## config.mk

```make
export PLATFORM = sky130hd
export DESIGN_NAME = fetch_unit
export DESIGN_NICKNAME = d
export VERILOG_FILES = /design/src/rtl/fetch_unit.sv
export SDC_FILE = /design/constraint.sdc
export NUM_CORES = 1
export LEC_CHECK = 0
export ABC_AREA = 1
export CORE_MARGIN = 3
export CORE_UTILIZATION = 36
export CTS_CLUSTER_DIAMETER = 100
export DETAILED_ROUTE_END_ITERATION = 16
export PLACE_DENSITY = 0.56
export SYNTH_ARGS = -nofsm -noshare
export SYNTH_HDL_FRONTEND = slang
export SYNTH_SLANG_ARGS = --single-unit
export TNS_END_PERCENT = 10
```

## constraint.sdc

```tcl
create_clock -name clk -period 5.4 [get_ports clk]
set_clock_uncertainty 0.2 [all_clocks]
set_input_delay 1.08 -clock clk [delete_from_list [all_inputs] [get_ports clk]]
set_output_delay 1.08 -clock clk [all_outputs]
set_load 0.05 [all_outputs]
```

## src/rtl/fetch_unit.sv

```systemverilog
// fetch_unit: RV32I instruction fetch front end.
//   Owns the PC, issues word reads to instruction memory, buffers returned
//   words in a DEPTH-entry FIFO and presents {ins, ins_pc} to decode.
//   A redirect from execute flushes the FIFO, drops in-flight responses and
//   restarts fetch at redirect_pc; a misaligned target halts fetch.
// Ports:
//   clk, rst_n                 clock, asynchronous active-low reset
//   imem_req/addr/ready        request channel (word address, bits [1:0] = 0)
//   imem_rvalid/rdata          in-order read response channel
//   ins_valid/ins/ins_pc       FIFO head towards decode
//   ins_ready                  decode consumes head
//   redirect/redirect_pc       taken jump/branch from execute
//   fetch_fault                misaligned redirect target, fetch halted
module fetch_unit #(
    parameter logic [31:0] RESET_PC = 32'h0000_0000,
    parameter int unsigned DEPTH    = 2
) (
    input  logic        clk,
    input  logic        rst_n,
    output logic        imem_req,
    output logic [31:0] imem_addr,
    input  logic        imem_ready,
    input  logic        imem_rvalid,
    input  logic [31:0] imem_rdata,
    output logic        ins_valid,
    output logic [31:0] ins,
    output logic [31:0] ins_pc,
    input  logic        ins_ready,
    input  logic        redirect,
    input  logic [31:0] redirect_pc,
    output logic        fetch_fault
);

    localparam int unsigned PW = $clog2(DEPTH);
    localparam int unsigned CW = PW + 1;

    localparam logic [0:0] ST_RUN  = 1'b0;
    localparam logic [0:0] ST_HALT = 1'b1;

    logic [0:0]    state_q, state_d;
    logic [31:0]   pc_q, pc_d;
    logic [CW-1:0] count_q, count_d;
    logic [CW-1:0] inflight_q, inflight_d;
    logic [CW-1:0] drop_q, drop_d;
    logic [PW-1:0] fifo_rd_q, fifo_rd_d;
    logic [PW-1:0] fifo_wr_q, fifo_wr_d;
    logic [PW-1:0] aq_rd_q, aq_rd_d;
    logic [PW-1:0] aq_wr_q, aq_wr_d;

    logic [31:0] fifo_ins_q [DEPTH];
    logic [31:0] fifo_pc_q  [DEPTH];
    logic [31:0] aq_pc_q    [DEPTH];

    logic        accept;
    logic        resp;
    logic        keep;
    logic        pop;
    logic        credit_ok;
    logic [CW:0] occupancy;

    // Credit check: buffered words plus outstanding requests (including those
    // still to be dropped) never exceed the FIFO depth, so a push never overflows.
    assign occupancy = {1'b0, count_q} + {1'b0, inflight_q};
    assign credit_ok = occupancy < (CW+1)'(DEPTH);

    // Request issue; gated by rst_n so the memory sees no request during reset.
    assign imem_req  = rst_n && (state_q == ST_RUN) && !redirect && credit_ok;
    assign imem_addr = pc_q;
    assign accept    = imem_req && imem_ready;

    // A response with nothing outstanding belongs to a pre-reset request.
    assign resp = imem_rvalid && (inflight_q != '0);
    // Response written to the FIFO: not owed to a drop, not killed by redirect.
    assign keep = resp && (drop_q == '0) && !redirect;

    // FIFO head towards decode.
    assign ins_valid   = (count_q != '0);
    assign ins         = fifo_ins_q[fifo_rd_q];
    assign ins_pc      = fifo_pc_q[fifo_rd_q];
    assign pop         = ins_valid && ins_ready && !redirect;
    assign fetch_fault = (state_q == ST_HALT);

    // Next-state logic for PC, counters, pointers and run/halt state.
    always_comb begin
        state_d    = state_q;
        pc_d       = pc_q;
        count_d    = count_q;
        inflight_d = inflight_q;
        drop_d     = drop_q;
        fifo_rd_d  = fifo_rd_q;
        fifo_wr_d  = fifo_wr_q;
        aq_rd_d    = aq_rd_q;
        aq_wr_d    = aq_wr_q;

        if (redirect) begin
            // Everything still outstanding after this edge is discarded on return.
            state_d    = (redirect_pc[1:0] != 2'b00) ? ST_HALT : ST_RUN;
            pc_d       = redirect_pc;
            count_d    = '0;
            fifo_rd_d  = '0;
            fifo_wr_d  = '0;
            aq_rd_d    = '0;
            aq_wr_d    = '0;
            inflight_d = inflight_q - CW'(resp);
            drop_d     = inflight_q - CW'(resp);
        end else begin
            if (accept) begin
                pc_d    = pc_q + 32'd4;
                aq_wr_d = aq_wr_q + PW'(1);
            end
            inflight_d = inflight_q + CW'(accept) - CW'(resp);
            if (resp && (drop_q != '0)) begin
                drop_d = drop_q - CW'(1);
            end
            if (keep) begin
                fifo_wr_d = fifo_wr_q + PW'(1);
                aq_rd_d   = aq_rd_q + PW'(1);
            end
            if (pop) begin
                fifo_rd_d = fifo_rd_q + PW'(1);
            end
            count_d = count_q + CW'(keep) - CW'(pop);
        end
    end

    // State and storage registers.
    always_ff @(posedge clk or negedge rst_n) begin
        if (!rst_n) begin
            state_q    <= ST_RUN;
            pc_q       <= RESET_PC;
            count_q    <= '0;
            inflight_q <= '0;
            drop_q     <= '0;
            fifo_rd_q  <= '0;
            fifo_wr_q  <= '0;
            aq_rd_q    <= '0;
            aq_wr_q    <= '0;
            for (int unsigned i = 0; i < DEPTH; i++) begin
                fifo_ins_q[i] <= '0;
                fifo_pc_q[i]  <= '0;
                aq_pc_q[i]    <= '0;
            end
        end else begin
            state_q    <= state_d;
            pc_q       <= pc_d;
            count_q    <= count_d;
            inflight_q <= inflight_d;
            drop_q     <= drop_d;
            fifo_rd_q  <= fifo_rd_d;
            fifo_wr_q  <= fifo_wr_d;
            aq_rd_q    <= aq_rd_d;
            aq_wr_q    <= aq_wr_d;
            if (keep) begin
                fifo_ins_q[fifo_wr_q] <= imem_rdata;
                fifo_pc_q[fifo_wr_q]  <= aq_pc_q[aq_rd_q];
            end
            if (accept) begin
                aq_pc_q[aq_wr_q] <= pc_q;
            end
        end
    end

endmodule

```

# Word-level counts from Yosys, hierarchy flattened

Cells that the tools add are included.

Flip-flop bits (word level): 235
Input port bits: 70

$lt $le $gt $ge: 7
Reductions and logical operators: 22
Muxes and demuxes: 31
Bitwise logic cells: 5
Add/subtract/negate cells: 12

Operators by type and width:

| cell                                                                 | number |
|---|---|
| 32-bit 2-to-1 mux                                                    | 13 |
| 64-bit bitwise mux                                                   | 3 |
| 32-bit demux with 1-bit select                                       | 2 |
| 32-bit by 3-bit adder with 32-bit output, second input constant      | 1 |
| 2-bit nonzero test                                                   | 8 |
| 1-bit logical AND                                                    | 12 |
| 1-bit 2-to-1 mux                                                     | 9 |
| 2-bit greater-or-equal comparator, second input constant             | 4 |
| 2-bit 2-to-1 mux                                                     | 4 |
| 1-bit inverter with 2-bit output                                     | 4 |
| 2-bit by 1-bit subtractor with 2-bit output                          | 3 |
| 1-bit adder, second input constant                                   | 4 |
| 2-bit by 1-bit adder with 2-bit output                               | 2 |
| 2-bit by 1-bit < comparator with 1-bit output, second input constant | 2 |
| 2-bit by 2-bit adder with 3-bit output                               | 1 |
| 3-bit by 2-bit < comparator with 1-bit output, second input constant | 1 |
| 2-bit logical NOT                                                    | 1 |
| 2-bit by 1-bit subtractor with 2-bit output, second input constant   | 1 |
| 1-bit logical NOT                                                    | 1 |
| 1-bit inverter                                                       | 1 |

# Logic depth before layout (Yosys ltp)

Gate-level depths: netlist (run 1).

Depth in word-level cells: 8
Gate-level depth with buffers: 14
Depth with buffers taken out: 13

# Worst setup path after synthesis (run 1)

Ideal clock, no wire load.

Kind: input-to-reg
Start point: input port redirect
End point: register inflight_q[1]
Path buffers: 2
Required time: 5065 ps
Library setup time: 135 ps
Data arrival time: 2807 ps
Stages on the path: 12
Slack: 2257 ps
Path through: buf_6 -> nor2_2 -> nand2_1 -> nor2_4 -> nand2_4 -> buf_2 -> ha_1 -> inv_1 -> ha_1 -> xor2_1 -> xnor2_1 -> o21ai_0

Longest elaborated chain between the ends: 7

Ends and longest elaborated chain:

| what                                        | line | RTL |
|---|---|---|
| start: declaration                          | 29   | `input logic redirect,` |
| 1-bit logical NOT                           | 67   | `assign imem_req = rst_n && (state_q == ST_RUN) && !redirect && credit_ok;` |
| 1-bit logical AND (2 in a row)              | 67   |  |
| via imem_req                                | 20   | `output logic imem_req,` |
| 1-bit logical AND                           | 69   | `assign accept = imem_req && imem_ready;` |
| 2-bit by 1-bit adder with 2-bit output      | 111  | `inflight_d = inflight_q + CW'(accept) - CW'(resp);` |
| 2-bit by 1-bit subtractor with 2-bit output | 111  |  |
| 2-bit 2-to-1 mux                            | 95   | `if (redirect) begin` |
| via inflight_d[1]                           | 43   | `logic [CW-1:0] inflight_q, inflight_d;` |
| end signal: assignment                      | 147  | `inflight_q <= inflight_d;` |
| end: declaration                            | 43   |  |

The timed path passes the listed nets, and every way through them passes these cells.
A chain may end at the register's enable or synchronous reset.

# Final worst setup path (run 1)

Start point: register fifo_rd_q
End point: output port ins_pc[19]

Longest elaborated chain between the ends: 4

Ends and longest elaborated chain:

| what                                                   | line | RTL |
|---|---|---|
| start: declaration                                     | 45   | `logic [PW-1:0] fifo_rd_q, fifo_rd_d;` |
| start signal: assignment                               | 149  | `fifo_rd_q <= fifo_rd_d;` |
| 1-bit inverter with 2-bit output (implied by the code) | 79   | `assign ins_pc = fifo_pc_q[fifo_rd_q];` |
| 32-bit 2-to-1 mux (implied by the code) (3 in a row)   | 79   |  |
| end: declaration                                       | 27   | `output logic [31:0] ins_pc,` |

Every way passes these cells. The select of a mux whose other input is x is not followed.

==> flow_metrics.py, run 1 <==
metrics = {
    "run_status": {
        "status": "completed",
    },
    "sta": {
        "timing.final.ws_setup_ns": 1.37,
        "slew_headroom_pct": 37.1,
        "rsz0062_at_grt": "no",
        "final_hold_viol_count": 0,
        "fin_crit_sh_pct": 74.7,
        "drv_slew": 0,
        "worst_pin_slew_ns": 0.944,
        "max_freq_mhz": 248,
        "finalSetupTns_ns": 0,
        "setup-violations-final": 0,
        "layout_min_cycle_time_ns": 4.03,
    },
    "die": {
        "die_area_um2": 33400,
        "start_util_pct": 36.7,
        "die_w_um": 183,
        "io_pins": 169,
        "row_count": 64,
        "die_h_um": 183,
        "core_area_um2": 30700,
    },
    "setup_path": {
        "worst-r2r-cell-count": 12,
        "r2r-start": "inflight_q[0]",
        "cp_slowest_cell": "clkdlybuf4s50_1",
        "ff2ff_setup_slack_ns": 2.12,
        "crit_path_end_kind": "output pin",
        "crit_type": "reg2out",
        "startpoint_type": "flop",
        "critical_path.max_stage_delay_ns": 0.88,
        "required_ns": 4.12,
        "worstPathCellList": "inv_2 > buf_12 > nand2_1 > o21ai_0 > clkdlybuf4s50_1",
        "timing.rr.end": "aq_pc_q[58]",
        "crit_arrival_ns": 2.75,
        "crit_fanout": 36,
    },
    "place": {
        "place_congestion": 0.826,
        "place_worst_setup_slack_ns": 1.55,
        "io_buffers": 168,
        "dp_hpwl_mm": 19.6,
        "place_area_um2": 13100,
    },
    "min_path": {
        "hp-class": "in2async",
    },
    "layout": {
        "area_delta_synth_final_pct": 24.2,
        "drive_gt1_share_pct": 5.73,
        "num_antenna_cells": 0,
        "nets": 1669,
        "mostFrequentLayoutCell": "nand2_1",
        "layout_common_cells": "nand2_1 (635), dfrtp_1 (234), clkdlybuf4s50_1 (166)",
        "fin_area_um2": 14000,
    },
    "clock_network": {
        "clk_latency_ns": 0.54,
        "cts_num_sinks": 235,
        "cts_resized": 0,
        "holdBufCountCts": 0,
        "cts_root_buffer": "clkbuf_16",
        "cts_max_level": 1,
        "cts_buffers": 27,
        "path_clk_slew_ns": 0.06,
        "postCtsSetupBuffers": 0,
        "clockBufferDepth": 3,
        "cts_tree": "yes",
    },
    "global_route": {
        "antenna_found_initial": 0,
        "grt_first_pass_wirelength_mm": 49.2,
        "grt_pass1_vias": 9106,
        "grt_max_degree": 99,
        "grtUsageTotal_pct": 17.8,
        "grt_overflow": 0,
    },
    "logic_synthesis": {
        "synthTopCellsByArea": "dfrtp_1 (52%), nand2_1 (21%), o21ai_0 (5.5%), inv_1 (4.4%), nand3_1 (3.5%)",
        "synth_fp_nets": 1533,
        "synth_top_area_share_pct": 52.3,
        "seq_area_frac_synth_pct": 52.3,
        "netlist_area_um2": 11200,
        "syn_area_per_cell_um2": 7.73,
        "yosys.area.top_type": "dfrtp_1",
        "synthCells": 1455,
        "ys_ff_latch": 235,
        "synth.distinct_cells": 28,
        "yosysWarnings": 0,
    },
    "routing": {
        "drt.antenna.violating_nets": 0,
        "drt_pass1_iterations": 7,
        "finalWirelength_mm": 29.4,
        "viasPerCell": 4.71,
        "drc": 0,
        "vias": 9428,
        "drt_iter0_drc": 576,
        "routedWlPerCell_um": 14.7,
    },
    "power": {
        "peakVddDrop_mv": 0.248,
        "p_per_area_nw_per_um2": 524,
        "p_leak_nw": 6.90,
    },
    "job": {
        "max_cap_violations": 0,
    },
}
==> worst max-delay path by stage <==
stage          cells past startpoint            end  startpoint
3_5_place_dp                       4       imem_req       rst_n
2_1_floorplan                     12  inflight_q[1]    redirect
4_1_cts                            5     ins_pc[17]   fifo_rd_q
5_1_grt                            5     ins_pc[17]   fifo_rd_q
6_report                           5     ins_pc[19]   fifo_rd_q
3_3_place_gp                       4       imem_req       rst_n
==> worst max-delay path, delay by kind of cell (launching register included) <==
| family | cells | cell delay (ns) |
|---|---|---|
| buffers and inverters | 3 | 1.57 |
| DFF | 1 | 0.41 |
| AOI/OAI and AO/OA | 1 | 0.16 |
| and+or+nand+nor | 1 | 0.06 |
==> cells by family (layout without fill, tap and decap cells) <==
logic type / after synthesis / in the layout / synth area share (%)
AOI/OAI and AO/OA: 222 / 222 / 10.7
buffers and inverters: 209 / 360 / 8.06
and+or+nand+nor: 773 / 773 / 27.3
adders and majority gates: 8 / 8 / 0.957
DFF: 235 / 235 / 52.3
xor gates and xnor gates: 8 / 8 / 0.623
==> final cells by class <==
cell class / count / area, µm²
fill: 3097 / 16700
sequential: 235 / 5880
multi-input combinational: 1011 / 4460
timing repair buffer: 180 / 1780
clock buffer: 37 / 763
inverter: 136 / 512
tap: 396 / 495
clock inverter: 7 / 71.3
==> metrics by stage <==
stage,hold slack (ns),util [%],instances,total power [W]
final,0.239,45.5,2002,0.00733
after global routing,0.249,45.5,2002,0.00785
after CTS,0.235,45.5,2002,0.00742
after detailed placement,0.259,42.8,1958,0.00565
after global placement,0.257,42.8,1958,0.00561
after floorplan,0.242,-,1455,0.00467
==> Yosys cell counts <==
master	n
clkinv_2	1
clkbuf_1	38
o21ai_0	124
inv_2	2
nor2_2	1
a21oi_1	2
nor2_4	1
or2_2	3
xor2_1	6
inv_1	131
buf_6	11
clkinv_1	2
and2_1	2
ha_1	7
nand2_1	635
fa_1	1
xnor2_1	2
o21ai_2	22
o21ai_1	69
nand3_1	78
nand2_4	4
nand2_2	3
nor2_1	45
buf_4	3
nor2_8	1
dfrtp_1	235
o211ai_1	5
buf_2	21
==> report_power, final <==
| part | internal (W) | switching (W) |
|---|---|---|
| Sequential | 0.00234 | 0.000314 |
| Combinational | 0.000962 | 0.00197 |
| Clock | 0.00103 | 0.000708 |
| Total | 0.00433 | 0.00300 |
==> registers in the layout (all words and copies together) (netlist names) <==
| register | count |
|---|---|
| aq_pc_q | 64 |
| fifo_ins_q | 64 |
| fifo_pc_q | 64 |
| imem_addr | 32 |
| count_q | 2 |
| drop_q | 2 |
| inflight_q | 2 |
| aq_rd_q | 1 |
| aq_wr_q | 1 |
| fetch_fault | 1 |
| fifo_rd_q | 1 |
| fifo_wr_q | 1 |
==> per-layer routing <==
| layer | part of all wire [%] | global-route usage [%] |
|---|---|---|
| met5 | 0 | 0 |
| met4 | 1.7 | 3.44 |
| met3 | 6.6 | 3.13 |
| met2 | 42 | 26.5 |
| met1 | 50 | 27.4 |
(Power assumes the default switching activity.)
==> inputs of run 2 (changes only) <==
- PLACE_DENSITY: 0.56 -> 0.58
- clock period: 5.4 -> 3.3 ns (I/O delays scaled with it)
==> flow_metrics.py, run 2 (same netlist as run 1, synthesis figures left out) <==
metrics = {
    "run_status": {
        "status": "completed",
    },
    "routing": {
        "finalWirelength_mm": 29.1,
        "drt_iter0_drc": 694,
        "drc": 0,
        "viasPerCell": 4.75,
        "routedWlPerCell_um": 14.5,
        "drt.antenna.violating_nets": 0,
        "drt_pass1_iterations": 5,
        "vias": 9559,
    },
    "setup_path": {
        "worstPathCellList": "inv_2 > buf_12 > nand2_1 > nand2_1 > buf_12",
        "startpoint_type": "flop",
        "required_ns": 2.44,
        "cp.buffers_inverters": 3,
        "critical-path-top-delay-family": "buffers and inverters",
        "crit_path_end_kind": "output pin",
        "critical_path.max_stage_delay_ns": 0.40,
        "cp_slowest_cell": "dfrtp_2",
        "crit_arrival_ns": 2.06,
        "crit_type": "reg2out",
        "crit_fanout": 49,
    },
    "sta": {
        "fin_crit_sh_pct": 88.6,
        "layout_min_cycle_time_ns": 2.92,
        "setup-violations-final": 0,
        "drv_slew": 0,
        "final_hold_viol_count": 0,
        "finalSetupTns_ns": 0,
        "rsz0062_at_grt": "no",
        "timing.final.ws_setup_ns": 0.376,
        "max_freq_mhz": 342,
        "worst_pin_slew_ns": 0.943,
        "slew_headroom_pct": 37.2,
    },
    "die": {
        "die_h_um": 183,
        "die_area_um2": 33400,
        "row_count": 64,
        "die_w_um": 183,
        "io_pins": 169,
        "start_util_pct": 36.7,
        "core_area_um2": 30700,
    },
    "clock_network": {
        "cts_num_sinks": 235,
        "cts_buffers": 27,
        "holdBufCountCts": 0,
        "cts_resized": 0,
        "postCtsSetupBuffers": 0,
        "clockBufferDepth": 3,
        "path_clk_slew_ns": 0.06,
        "cts_root_buffer": "clkbuf_16",
        "cts_max_level": 1,
        "cts_tree": "yes",
        "clk_latency_ns": 0.53,
    },
    "layout": {
        "drive_gt1_share_pct": 10.1,
        "area_delta_synth_final_pct": 31.4,
        "layout_common_cells": "nand2_1 (635), dfrtp_1 (234), inv_1 (131)",
        "reg_top3": "aq_pc_q: 64 flops, fifo_ins_q: 64 flops, fifo_pc_q: 64 flops",
        "num_antenna_cells": 0,
        "nets": 1674,
        "postLayoutCoreUtil_pct": 48.2,
        "nFillCells": 2995,
        "mostFrequentLayoutCell": "nand2_1",
    },
    "global_route": {
        "grt_max_degree": 144,
        "antenna_found_initial": 1,
        "grt_first_pass_wirelength_mm": 48.0,
        "grt_pass1_vias": 9174,
        "grt_overflow": 0,
        "grtUsageTotal_pct": 17.3,
    },
    "power": {
        "p_leak_nw": 7.30,
        "p_per_area_nw_per_um2": 888,
        "total_power_w": 0.0131,
        "peakVddDrop_mv": 0.411,
    },
    "place": {
        "place_worst_setup_slack_ns": 0.210,
        "io_buffers": 168,
        "place_congestion": 0.867,
        "dp_hpwl_mm": 19.7,
    },
    "min_path": {
        "hp-class": "in2async",
    },
    "job": {
        "max_cap_violations": 0,
    },
}
[run 2: cell types whose count changed in the layout (fill, tap and decap cells not counted), moves of 2 or more]
cell and change:
clkdlybuf4s50_1 -64, buf_12 +69, clkbuf_1 +3, clkinvlp_4 +2
[run 2: where the power goes]
part	leakage [nW]	internal, W	switching (W)
clock network	0.434	0.00180	0.00117
registers	3.04	0.00383	0.000542
logic	3.83	0.00236	0.00341
total	7.30	0.00799	0.00512
[run 2: final cells by class]
| cell class | count | area, µm² | share of cell area, % |
|---|---|---|---|
| multi-input combinational | 1011 | 4460 | 30.2 |
| tap | 396 | 495 | 3.35 |
| sequential | 235 | 5880 | 39.8 |
| inverter | 136 | 512 | 3.46 |
| clock buffer | 41 | 788 | 5.34 |
| clock inverter | 9 | 108 | 0.728 |
| timing repair buffer | 185 | 2530 | 17.1 |
[run 2: final timing paths]
check / from / to / slack [ns] / cells after the start
setup / recovery: fifo_rd_q / ins_pc[11] / 0.38 / 5
hold / removal: rst_n / fifo_pc_q[10] / 0.04 / 2
setup reg to reg: inflight_q[0] / inflight_q[1] / 0.53 / 13
hold reg to reg: fifo_pc_q[61] / fifo_pc_q[61] / 0.27 / 2
max in group asynchronous: rst_n / fifo_ins_q[1] / 1.74 / 3
min in group clk: fifo_pc_q[61] / fifo_pc_q[61] / 0.27 / 2
[run 2: metrics by stage]
step / hold slack, ns / instance area [µm²] / cells
after floorplan: 0.164 / 11200 / 1455
after global placement: 0.254 / 13900 / 1963
after detailed placement: 0.259 / 13900 / 1963
after CTS: 0.0360 / 14800 / 2013
after global routing: 0.0625 / 14800 / 2013
final: 0.0355 / 14800 / 2013
[run 2: routing by layer]
layer	share of wire (%)	vias to the layer above	GRT usage [%]
li1	-	4820	-
met1	50	4410	26.9
met4	2.4	0	4.81
met3	6.1	49	2.56
met5	0	-	0
met2	42	280	25.2
==> inputs of run 3 (changes only) <==
- CORE_MARGIN: 3 -> 2
- CTS_CLUSTER_SIZE: unset -> 14
- PLACE_DENSITY: 0.58 -> 0.56
- clock period: 3.3 -> 2.7 ns (I/O delays scaled with it)
==> flow_metrics.py, run 3 (same netlist as run 1, synthesis figures left out) <==
metrics = {
    "setup_path": {
        "worstPathCellList": "nand2_1 > inv_1 > fa_1 > nor2_2 > nand2_2 > nor2_4 > buf_6 > buf_12",
        "crit_type": "reg2out",
        "critical-path-top-delay-family": "adder cells",
        "ff2ff_setup_slack_ns": 0.10,
        "crit_path_end_kind": "output pin",
        "required_ns": 1.96,
        "crit_arrival_ns": 1.95,
        "critical_path.max_stage_delay_ns": 0.44,
        "cp.buffers_inverters": 3,
        "startpoint_type": "flop",
        "crit_fanout": 2,
        "cp_slowest_cell": "fa_1",
    },
    "routing": {
        "viasPerCell": 4.69,
        "drt.antenna.violating_nets": 0,
        "finalWirelength_mm": 28.9,
        "drt_iter0_drc": 656,
        "vias": 9401,
        "routedWlPerCell_um": 14.4,
        "drc": 0,
        "drt_pass1_iterations": 5,
    },
    "global_route": {
        "grt_pass1_vias": 9118,
        "grt_overflow": 0,
        "grt_first_pass_wirelength_mm": 48.5,
        "antenna_found_initial": 0,
        "grtUsageTotal_pct": 18.0,
        "grt_max_degree": 121,
    },
    "die": {
        "die_w_um": 181,
        "die_h_um": 181,
        "core_area_um2": 30700,
        "die_area_um2": 32700,
        "io_pins": 169,
        "start_util_pct": 36.7,
        "row_count": 64,
    },
    "layout": {
        "mostFrequentLayoutCell": "nand2_1",
        "drive_gt1_share_pct": 10.4,
        "layout_common_cells": "nand2_1 (634), dfrtp_1 (232), inv_1 (131)",
        "fin_area_um2": 14600,
        "area_delta_synth_final_pct": 30.1,
        "nets": 1686,
        "num_antenna_cells": 0,
        "reg_top3": "aq_pc_q: 64 flops, fifo_ins_q: 64 flops, fifo_pc_q: 64 flops",
    },
    "clock_network": {
        "cts_root_buffer": "clkbuf_16",
        "cts_max_level": 1,
        "clk_latency_ns": 0.50,
        "cts_buffers": 20,
        "clockBufferDepth": 3,
        "cts_num_sinks": 235,
        "cts_tree": "yes",
        "path_clk_slew_ns": 0.07,
    },
    "power": {
        "p_int_w": 0.00902,
        "peakVddDrop_mv": 0.408,
        "p_leak_nw": 7.24,
        "swShare_pct": 40.2,
        "pwr-share-seq_pct": 35.1,
        "comb_power_share_pct": 47.6,
        "pwr-share-clk_pct": 17.3,
        "total_power_w": 0.0151,
        "power_switching_w": 0.00608,
        "p_per_area_nw_per_um2": 1030,
    },
    "run_status": {
        "status": "completed",
    },
    "job": {
        "max_cap_violations": 0,
    },
    "sta": {
        "drv_slew": 0,
        "worst_pin_slew_ns": 0.802,
        "slew_headroom_pct": 46.5,
        "layout_min_cycle_time_ns": 2.69,
        "setup-violations-final": 0,
        "final_hold_viol_count": 0,
        "rsz0062_at_grt": "yes",
        "fin_crit_sh_pct": 99.4,
        "max_freq_mhz": 372,
    },
    "place": {
        "io_buffers": 168,
        "dp_hpwl_mm": 19.9,
        "place_area_um2": 14000,
        "place_congestion": 0.828,
    },
    "min_path": {
        "hp-class": "in2async",
    },
}
-- run 3: cell types whose count changed in the layout (fill, tap and decap cells not counted), moves of 4 or more --
cell       change
buf_12         +4
clkbuf_8       -6
clkbuf_1       -7
buf_4         +12
clkbuf_16      -6
-- run 3: worst paths after layout --
path | endpoint | cells after the start | from
setup / recovery | imem_req | 8 | inflight_q[0]
hold reg to reg | fifo_pc_q[62] | 2 | fifo_pc_q[62]
min in group clk | fifo_pc_q[62] | 2 | fifo_pc_q[62]
hold / removal | aq_pc_q[41] | 2 | rst_n
setup reg to reg | inflight_q[1] | 14 | inflight_q[0]
max in group asynchronous | fifo_pc_q[61] | 3 | rst_n
-- run 3: layer usage --
layer	track usage [%]	vias to the layer above	wire, µm
li1	-	4834	-
met1	27.3	4296	14400
met2	26.6	243	12100
met3	3.49	28	1840
met4	4.00	0	514
met5	0	-	0
-- run 3: stage by stage --
stage	hold WS (ns)	TNS, ns	instances	util, %	worst slack (ns)
4_1_cts	0.0203	-0.0406	2003	47.6	-0.0406
3_3_place_gp	0.256	0	1977	45.7	0.177
6_report	0.00912	0	2005	47.7	0.0150
5_1_grt	0.0406	-0.118	2005	47.7	-0.0758
2_1_floorplan	0.0444	-0.161	1455	-	-0.161
3_5_place_dp	0.259	0	1977	45.7	0.167
-- run 3: power groups by stage --
stage | combinational, W | sequential [W] | clock [W]
6_report | 0.00719 | 0.00530 | 0.00261
3_5_place_dp | 0.00719 | 0.00536 | 0
2_1_floorplan | 0.00392 | 0.00542 | 0
5_1_grt | 0.00783 | 0.00546 | 0.00287
4_1_cts | 0.00723 | 0.00530 | 0.00272
3_3_place_gp | 0.00712 | 0.00533 | 0
-- run 3: final cells by class --
type | instances | area [µm²]
clock buffer | 22 | 529
inverter | 136 | 512
tap | 396 | 495
fill | 3062 | 16000
clock inverter | 1 | 5.00
multi-input combinational | 1011 | 4480
sequential | 235 | 5880
timing repair buffer | 204 | 2720
-- run 3: what timing repair did --
action                                  in CTS  in global routing
gates resized for setup                      3                  6
hold buffers                                 1                  0
pin swaps                                    1                  1
buffers inserted                             2                  2
endpoints found under the setup margin       2                  4
endpoints found under the hold margin       11                  0
-- run 3: worst reg2reg max path, delay by kind of cell, from the launching register on --
family / cells / cell delay (ns)
flops: 1 / 0.38
buf+inv: 3 / 0.26
simple gates: 5 / 0.40
fa+ha+maj: 3 / 0.84
xor+xnor: 2 / 0.31
compound gates: 1 / 0.08
